<file path="src/rtl/cache_port_arbiter_pkg.sv">
// rtl/cache_port_arbiter_pkg.sv - shared state encoding and direction constants for the cache port arbiter
package cache_port_arbiter_pkg;

    typedef enum logic [1:0] {
        ST_IDLE  = 2'd0,
        ST_ISSUE = 2'd1,
        ST_WAIT  = 2'd2,
        ST_DONE  = 2'd3
    } state_e;

    // Direction encoding shared with the cache and RAM wrappers.
    localparam logic RW_READ  = 1'b1;
    localparam logic RW_WRITE = 1'b0;

endpackage

</file>
<file path="src/rtl/rr_arbiter2.sv">
// rtl/rr_arbiter2.sv - two-way round-robin grant with registered last-grant on accept
module rr_arbiter2 (
    input  logic clk,
    input  logic clr,
    input  logic req0,
    input  logic req1,
    input  logic accept,
    output logic gnt_valid,
    output logic gnt_id
);

    logic last_grant_q;
    logic last_grant_d;

    always_comb begin
        gnt_valid    = req0 | req1;
        gnt_id       = 1'b0;
        last_grant_d = last_grant_q;
        if (req0 && req1) begin
            gnt_id = ~last_grant_q;
        end else if (req1) begin
            gnt_id = 1'b1;
        end
        if (accept) begin
            last_grant_d = gnt_id;
        end
    end

    // Resetting to 1 lets requester 0 win the first tie.
    always_ff @(posedge clk) begin
        if (clr) begin
            last_grant_q <= 1'b1;
        end else begin
            last_grant_q <= last_grant_d;
        end
    end

endmodule

</file>
<file path="src/rtl/cache_port_arbiter.sv">
// rtl/cache_port_arbiter.sv - arbitrates two requesters onto one cache port with an odv watchdog
module cache_port_arbiter
    import cache_port_arbiter_pkg::*;
#(
    parameter int d_width = 8,
    parameter int a_width = 8,
    parameter int timeout = 32
) (
    input  logic               clk,
    input  logic               clr,
    input  logic               req0,
    input  logic               rw0,
    input  logic [a_width-1:0] addr0,
    input  logic [d_width-1:0] wdata0,
    output logic [d_width-1:0] rdata0,
    output logic               done0,
    input  logic               req1,
    input  logic               rw1,
    input  logic [a_width-1:0] addr1,
    input  logic [d_width-1:0] wdata1,
    output logic [d_width-1:0] rdata1,
    output logic               done1,
    output logic               err,
    output logic [a_width-1:0] c_addr,
    output logic [d_width-1:0] c_wdata,
    output logic               c_rw,
    output logic               c_ce,
    input  logic [d_width-1:0] c_rdata,
    input  logic               c_odv
);

    localparam int wd_w = $clog2(timeout + 1);
    localparam logic [wd_w-1:0] wd_limit = wd_w'(timeout);

    state_e             state_q, state_d;
    logic               gnt_q, gnt_d;
    logic               rw_q, rw_d;
    logic [a_width-1:0] addr_q, addr_d;
    logic [d_width-1:0] wdata_q, wdata_d;
    logic               err_q, err_d;
    logic [wd_w-1:0]    wd_q, wd_d;
    logic [wd_w-1:0]    wd_next;
    logic [d_width-1:0] rdata0_q, rdata0_d;
    logic [d_width-1:0] rdata1_q, rdata1_d;

    logic arb_valid;
    logic arb_id;
    logic accept;

    rr_arbiter2 u_arb (
        .clk       (clk),
        .clr       (clr),
        .req0      (req0),
        .req1      (req1),
        .accept    (accept),
        .gnt_valid (arb_valid),
        .gnt_id    (arb_id)
    );

    assign wd_next = wd_q + 1'b1;

    always_comb begin
        state_d  = state_q;
        gnt_d    = gnt_q;
        rw_d     = rw_q;
        addr_d   = addr_q;
        wdata_d  = wdata_q;
        err_d    = err_q;
        wd_d     = wd_q;
        rdata0_d = rdata0_q;
        rdata1_d = rdata1_q;
        accept   = 1'b0;

        case (state_q)
            ST_IDLE: begin
                if (arb_valid) begin
                    accept  = 1'b1;
                    gnt_d   = arb_id;
                    rw_d    = arb_id ? rw1 : rw0;
                    addr_d  = arb_id ? addr1 : addr0;
                    wdata_d = arb_id ? wdata1 : wdata0;
                    state_d = ST_ISSUE;
                end
            end
            ST_ISSUE: begin
                wd_d    = '0;
                state_d = ST_WAIT;
            end
            ST_WAIT: begin
                // odv takes priority over an expiring watchdog in the same cycle.
                if (c_odv) begin
                    if (rw_q == RW_READ) begin
                        if (gnt_q) begin
                            rdata1_d = c_rdata;
                        end else begin
                            rdata0_d = c_rdata;
                        end
                    end
                    state_d = ST_DONE;
                end else begin
                    wd_d = wd_next;
                    if (wd_next == wd_limit) begin
                        err_d   = 1'b1;
                        state_d = ST_DONE;
                    end
                end
            end
            ST_DONE: begin
                err_d   = 1'b0;
                state_d = ST_IDLE;
            end
            default: begin
                state_d = ST_IDLE;
            end
        endcase
    end

    always_ff @(posedge clk) begin
        if (clr) begin
            state_q  <= ST_IDLE;
            gnt_q    <= 1'b0;
            rw_q     <= 1'b0;
            addr_q   <= '0;
            wdata_q  <= '0;
            err_q    <= 1'b0;
            wd_q     <= '0;
            rdata0_q <= '0;
            rdata1_q <= '0;
        end else begin
            state_q  <= state_d;
            gnt_q    <= gnt_d;
            rw_q     <= rw_d;
            addr_q   <= addr_d;
            wdata_q  <= wdata_d;
            err_q    <= err_d;
            wd_q     <= wd_d;
            rdata0_q <= rdata0_d;
            rdata1_q <= rdata1_d;
        end
    end

    // Address, direction and data stay on the port from ISSUE through WAIT; ce strobes in ISSUE only.
    assign c_ce    = (state_q == ST_ISSUE);
    assign c_addr  = addr_q;
    assign c_rw    = rw_q;
    assign c_wdata = wdata_q;
    assign done0   = (state_q == ST_DONE) && !gnt_q;
    assign done1   = (state_q == ST_DONE) && gnt_q;
    assign err     = (state_q == ST_DONE) && err_q;
    assign rdata0  = rdata0_q;
    assign rdata1  = rdata1_q;

endmodule

</file>
<file path="config.mk">
export PLATFORM = sky130hd
export DESIGN_NAME = cache_port_arbiter
export DESIGN_NICKNAME = d
export VERILOG_FILES = /design/src/rtl/cache_port_arbiter_pkg.sv /design/src/rtl/rr_arbiter2.sv /design/src/rtl/cache_port_arbiter.sv
export SDC_FILE = /design/constraint.sdc
export NUM_CORES = 1
export LEC_CHECK = 0
export BUFFER_PORTS_ARGS = -buffer_cell sky130_fd_sc_hd__buf_4
export CORE_ASPECT_RATIO = 1.75
export CORE_MARGIN = 1
export CORE_UTILIZATION = 40
export CTS_BUF_LIST = sky130_fd_sc_hd__clkbuf_8
export CTS_CLUSTER_DIAMETER = 30
export DETAILED_ROUTE_END_ITERATION = 6
export PLACE_DENSITY = 0.74
export SYNTH_ARGS = -nofsm -noshare
export SYNTH_HDL_FRONTEND = slang
export SYNTH_SLANG_ARGS = --single-unit
</file>
<file path="constraint.sdc">
create_clock -name clk -period 2 [get_ports clk]
set_input_delay 0.3 -clock clk [delete_from_list [all_inputs] [get_ports clk]]
set_output_delay 0.3 -clock clk [all_outputs]
set_load 0.05 [all_outputs]
</file>
==> results.txt <==
----------------------------------------------------
[Floorplanning]
  Effective utilization at floorplan ... 41.7%
  Die outline height ... 94.7 um
  Floorplan row count ... 33
  Width of the die ... 55.0 um
  Placeable core area ... 4710 um^2
  IO Count ... 84
  Die outline area ... 5210 um^2

[Placed design]
  GP Congestion ... 0.804
  Area after detailed placement ... 2620 um^2
  Number of port buffers ... 83
  Estimated wirelength of the detail-placed design ... 3290 um
  DP Cell Count ... 354

[Setup path]
  Slack of the worst reg-to-reg path ... 0.25 ns
  Cell depth of the worst flop-to-flop path ... 5
  Type of element capturing the critical path ... register
  Arrival time reported for the critical path endpoint ... 1.92 ns
  Critical path origin ... state_q[1]$_SDFFE_PP0P_
  Startpoint of the worst-slack reg-to-reg timing path ... state_q[1]$_SDFFE_PP0P_
  Startpoint types ... register
  Type of the worst setup path ... register to register
  Highest net fanout along the worst path ... 5
  Timing endpoint of the critical path ... state_q[1]$_SDFFE_PP0P_
  Required time of the critical path ... 2.17 ns
  Endpoint of the worst register-to-register path ... state_q[1]$_SDFFE_PP0P_

[GRT]
  Total Routing Usage GR ... 17.7%
  Number of global-route vias before repair ... 1,684
  Antenna violations before repair ... 0
  Total gr overflow ... 0
  Global-route wire length before repair ... 6820 um
  Largest net degree at the start of global routing ... 44

[Synthesis]
  #FFs+latches synth ... 44
  Post-synth top area cell ... dfxtp_1
  Portion of synthesized cell area occupied by the leading cell type ... 44.8%
  Warning count from the yosys run ... 0
  Post-synthesis cell count ... 229
  Syn_nets ... 282
  Sequential area share after synthesis ... 44.8%
  Combined area of all synthesized cells ... 1960 um^2
  Average cell area after synthesis ... 8.58 um^2
  Count of unique library cells instantiated by Yosys ... 32
  Largest cells by area after synthesis ... dfxtp_1 45%, mux2i_1 9.2%, nand2_1 7.6%

[Cells and area]
  Nets@finish ... 362
  Filler Cell Count ... 450
  Register cell area after layout ... 881 um^2
  Cell Count, Final, Fillers Out ... 362
  Layout cell share with drive strength beyond 1 ... 31.0%
  Final design area excluding fillers ... 2730 um^2
  Area growth syn-to-layout ... 38.9%
  Inserted Diodes ... 0
  Top library cells by usage in the layout, fill and taps aside ... 86 x buf_4, 44 x dfxtp_1, 40 x nand2_1, 28 x nor2_1, 21 x a21oi_1
  Multi-input logic area ... 1010 um^2
  Most common cell after layout, fill and taps aside ... buf_4

[Clock tree]
  CTS Buffer Depth ... 2
  Clock Pin Slew Worst Setup and Hold Paths ... 0.08 ns
  Number of clock sinks seen by CTS ... 44
  Clock Tree Root ... clkbuf_8
  Setup Fix Bufs, Post-CTS ... 0
  Quantity of hold-fixing buffers added after cts ... 0
  Resize count post-CTS ... 0
  H-tree depth ... 2
  TritonCTS clock tree ... yes
  Clock insertion delay at the later pin of the skew report ... 0.29 ns
  Number of buffers created by CTS ... 5

[Route]
  Number of design-rule violations left by the first detailed-router iteration ... 15
  First-pass iteration count of the detailed router ... 4
  Residual DRC count ... 0
  Drt via density ... 5.17
  Antenna violation net count after detailed routing ... 0
  Post-Route WL ... 4280 um
  Vias post-DR ... 1,870
  Routed len/inst ... 11.8 um

[Timing]
  Slew headroom ... 65.4%
  Hold Vio Cnt, Final ... 0
  Final min period ... 1.75 ns
  Final setup violation count ... 0
  Fmax achieved ... 572 MHz
  Hold slack ... 0.253 ns
  Final slew viol count ... 0
  Post-route clock skew ... 0.00548 ns
  Sum of negative setup slack ... 0 ns
  Tcrit/Tclk final ... 87.4%
  Slew of the pin with the lowest slew margin ... 0.517 ns
  RSZ-0062 raised after global routing ... false

[Min path]
  Hold Startpoint ... c_rdata[4]
  Path category of the worst min-delay check ... input pin to register

[Job]
  # Max-Cap Violations ... 0

[Status]
  Run status ... complete, no violations

[Power]
  Peak supply drop ... 0.883 mV
  Power density relative to cell area ... 1190 nW/um^2
  Static Leakage ... 1.17 nW

----------------------------------------------------
## stage by stage
step | setup slack [ns] | power (mW) | util, %
2_1_floorplan | 0.419 | 2.21 | -
3_3_place_gp | 0.399 | 2.59 | 55.6
3_5_place_dp | 0.281 | 2.61 | 55.6
4_1_cts | 0.258 | 3.29 | 57.9
5_1_grt | 0.0532 | 3.46 | 57.9
6_report | 0.252 | 3.25 | 57.9
## logic make-up (layout without fill, tap and decap cells)
| group | after synthesis | in the layout | share of synthesized area, % |
|---|---|---|---|
| simple gates | 90 | 90 | 20.3 |
| mux | 19 | 19 | 9.75 |
| compound gates | 53 | 53 | 17.3 |
| buf+inv | 17 | 98 | 3.95 |
| flops | 44 | 44 | 44.8 |
| fa+ha+maj | 6 | 6 | 3.82 |
## flip-flops by register name, indices dropped and copies added (netlist names)
| register | flops |
|---|---|
| state_q | 2 |
| wd_q | 6 |
| c_addr | 8 |
| c_rw | 1 |
| rdata0 | 8 |
| c_wdata | 8 |
| rdata1 | 8 |
| err_q | 1 |
| u_arb.last_grant_q | 1 |
| gnt_q | 1 |
## cells in the mapped netlist (all sizes together)
| cell | n |
|---|---|
| a31oi | 4 |
| and2 | 3 |
| a22oi | 1 |
| ha | 6 |
| nor2 | 28 |
| buf | 4 |
| o311a | 1 |
| nor3 | 2 |
| nand2 | 40 |
| a21boi | 1 |
| a211oi | 17 |
| clkbuf | 9 |
| nand2b | 5 |
| and3b | 1 |
| mux2 | 1 |
| o311ai | 2 |
| nand3 | 2 |
| o21a | 1 |
| mux2i | 18 |
| nand4 | 1 |
| a21oi | 21 |
| nor2b | 2 |
| or4b | 1 |
| and3 | 1 |
| or4 | 2 |
| inv | 4 |
| nor3b | 2 |
| a311oi | 2 |
| dfxtp | 44 |
| o21ai | 3 |
## area by class of cell
type / count / share of cell area (%)
timing repair buffer: 86 / 23.7
clock inverter: 3 / 1.56
tap: 52 / 2.39
sequential: 44 / 32.3
inverter: 4 / 0.550
multi-input combinational: 168 / 37.0
clock buffer: 5 / 2.52
## critical path, cell delays in order, from the launching register on
cell and delay [ns]:
dfxtp_1 0.43, inv_1 0.11, ha_1 0.24, nor3b_1 0.19, or4_1 0.54, o311ai_0 0.13
## power by group
part           switching [mW]  internal [mW]  total, mW
logic                   0.949          0.489       1.44
registers               0.106           1.04       1.14
clock network           0.298          0.369      0.668
total                    1.35           1.90       3.25
## routing by layer
metal  vias up  track usage (%)  wire length (um)
li1        962                -                 -
met1       822             16.7              1670
met2        80             32.3              2160
met3         6             6.28               367
met4         0             7.50                83
met5         -                0                 0
## worst min-delay path by stage
stage                                        end  cells past startpoint
after floorplan           rdata0[0]$_SDFFE_PP0P_                      2
after global placement    rdata0[1]$_SDFFE_PP0P_                      2
after detailed placement  rdata0[5]$_SDFFE_PP0P_                      2
after CTS                 rdata1[2]$_SDFFE_PP0P_                      3
after global routing      rdata0[1]$_SDFFE_PP0P_                      3
final                     rdata0[4]$_SDFFE_PP0P_                      3
No activity file was read; power rests on OpenSTA's default activity.
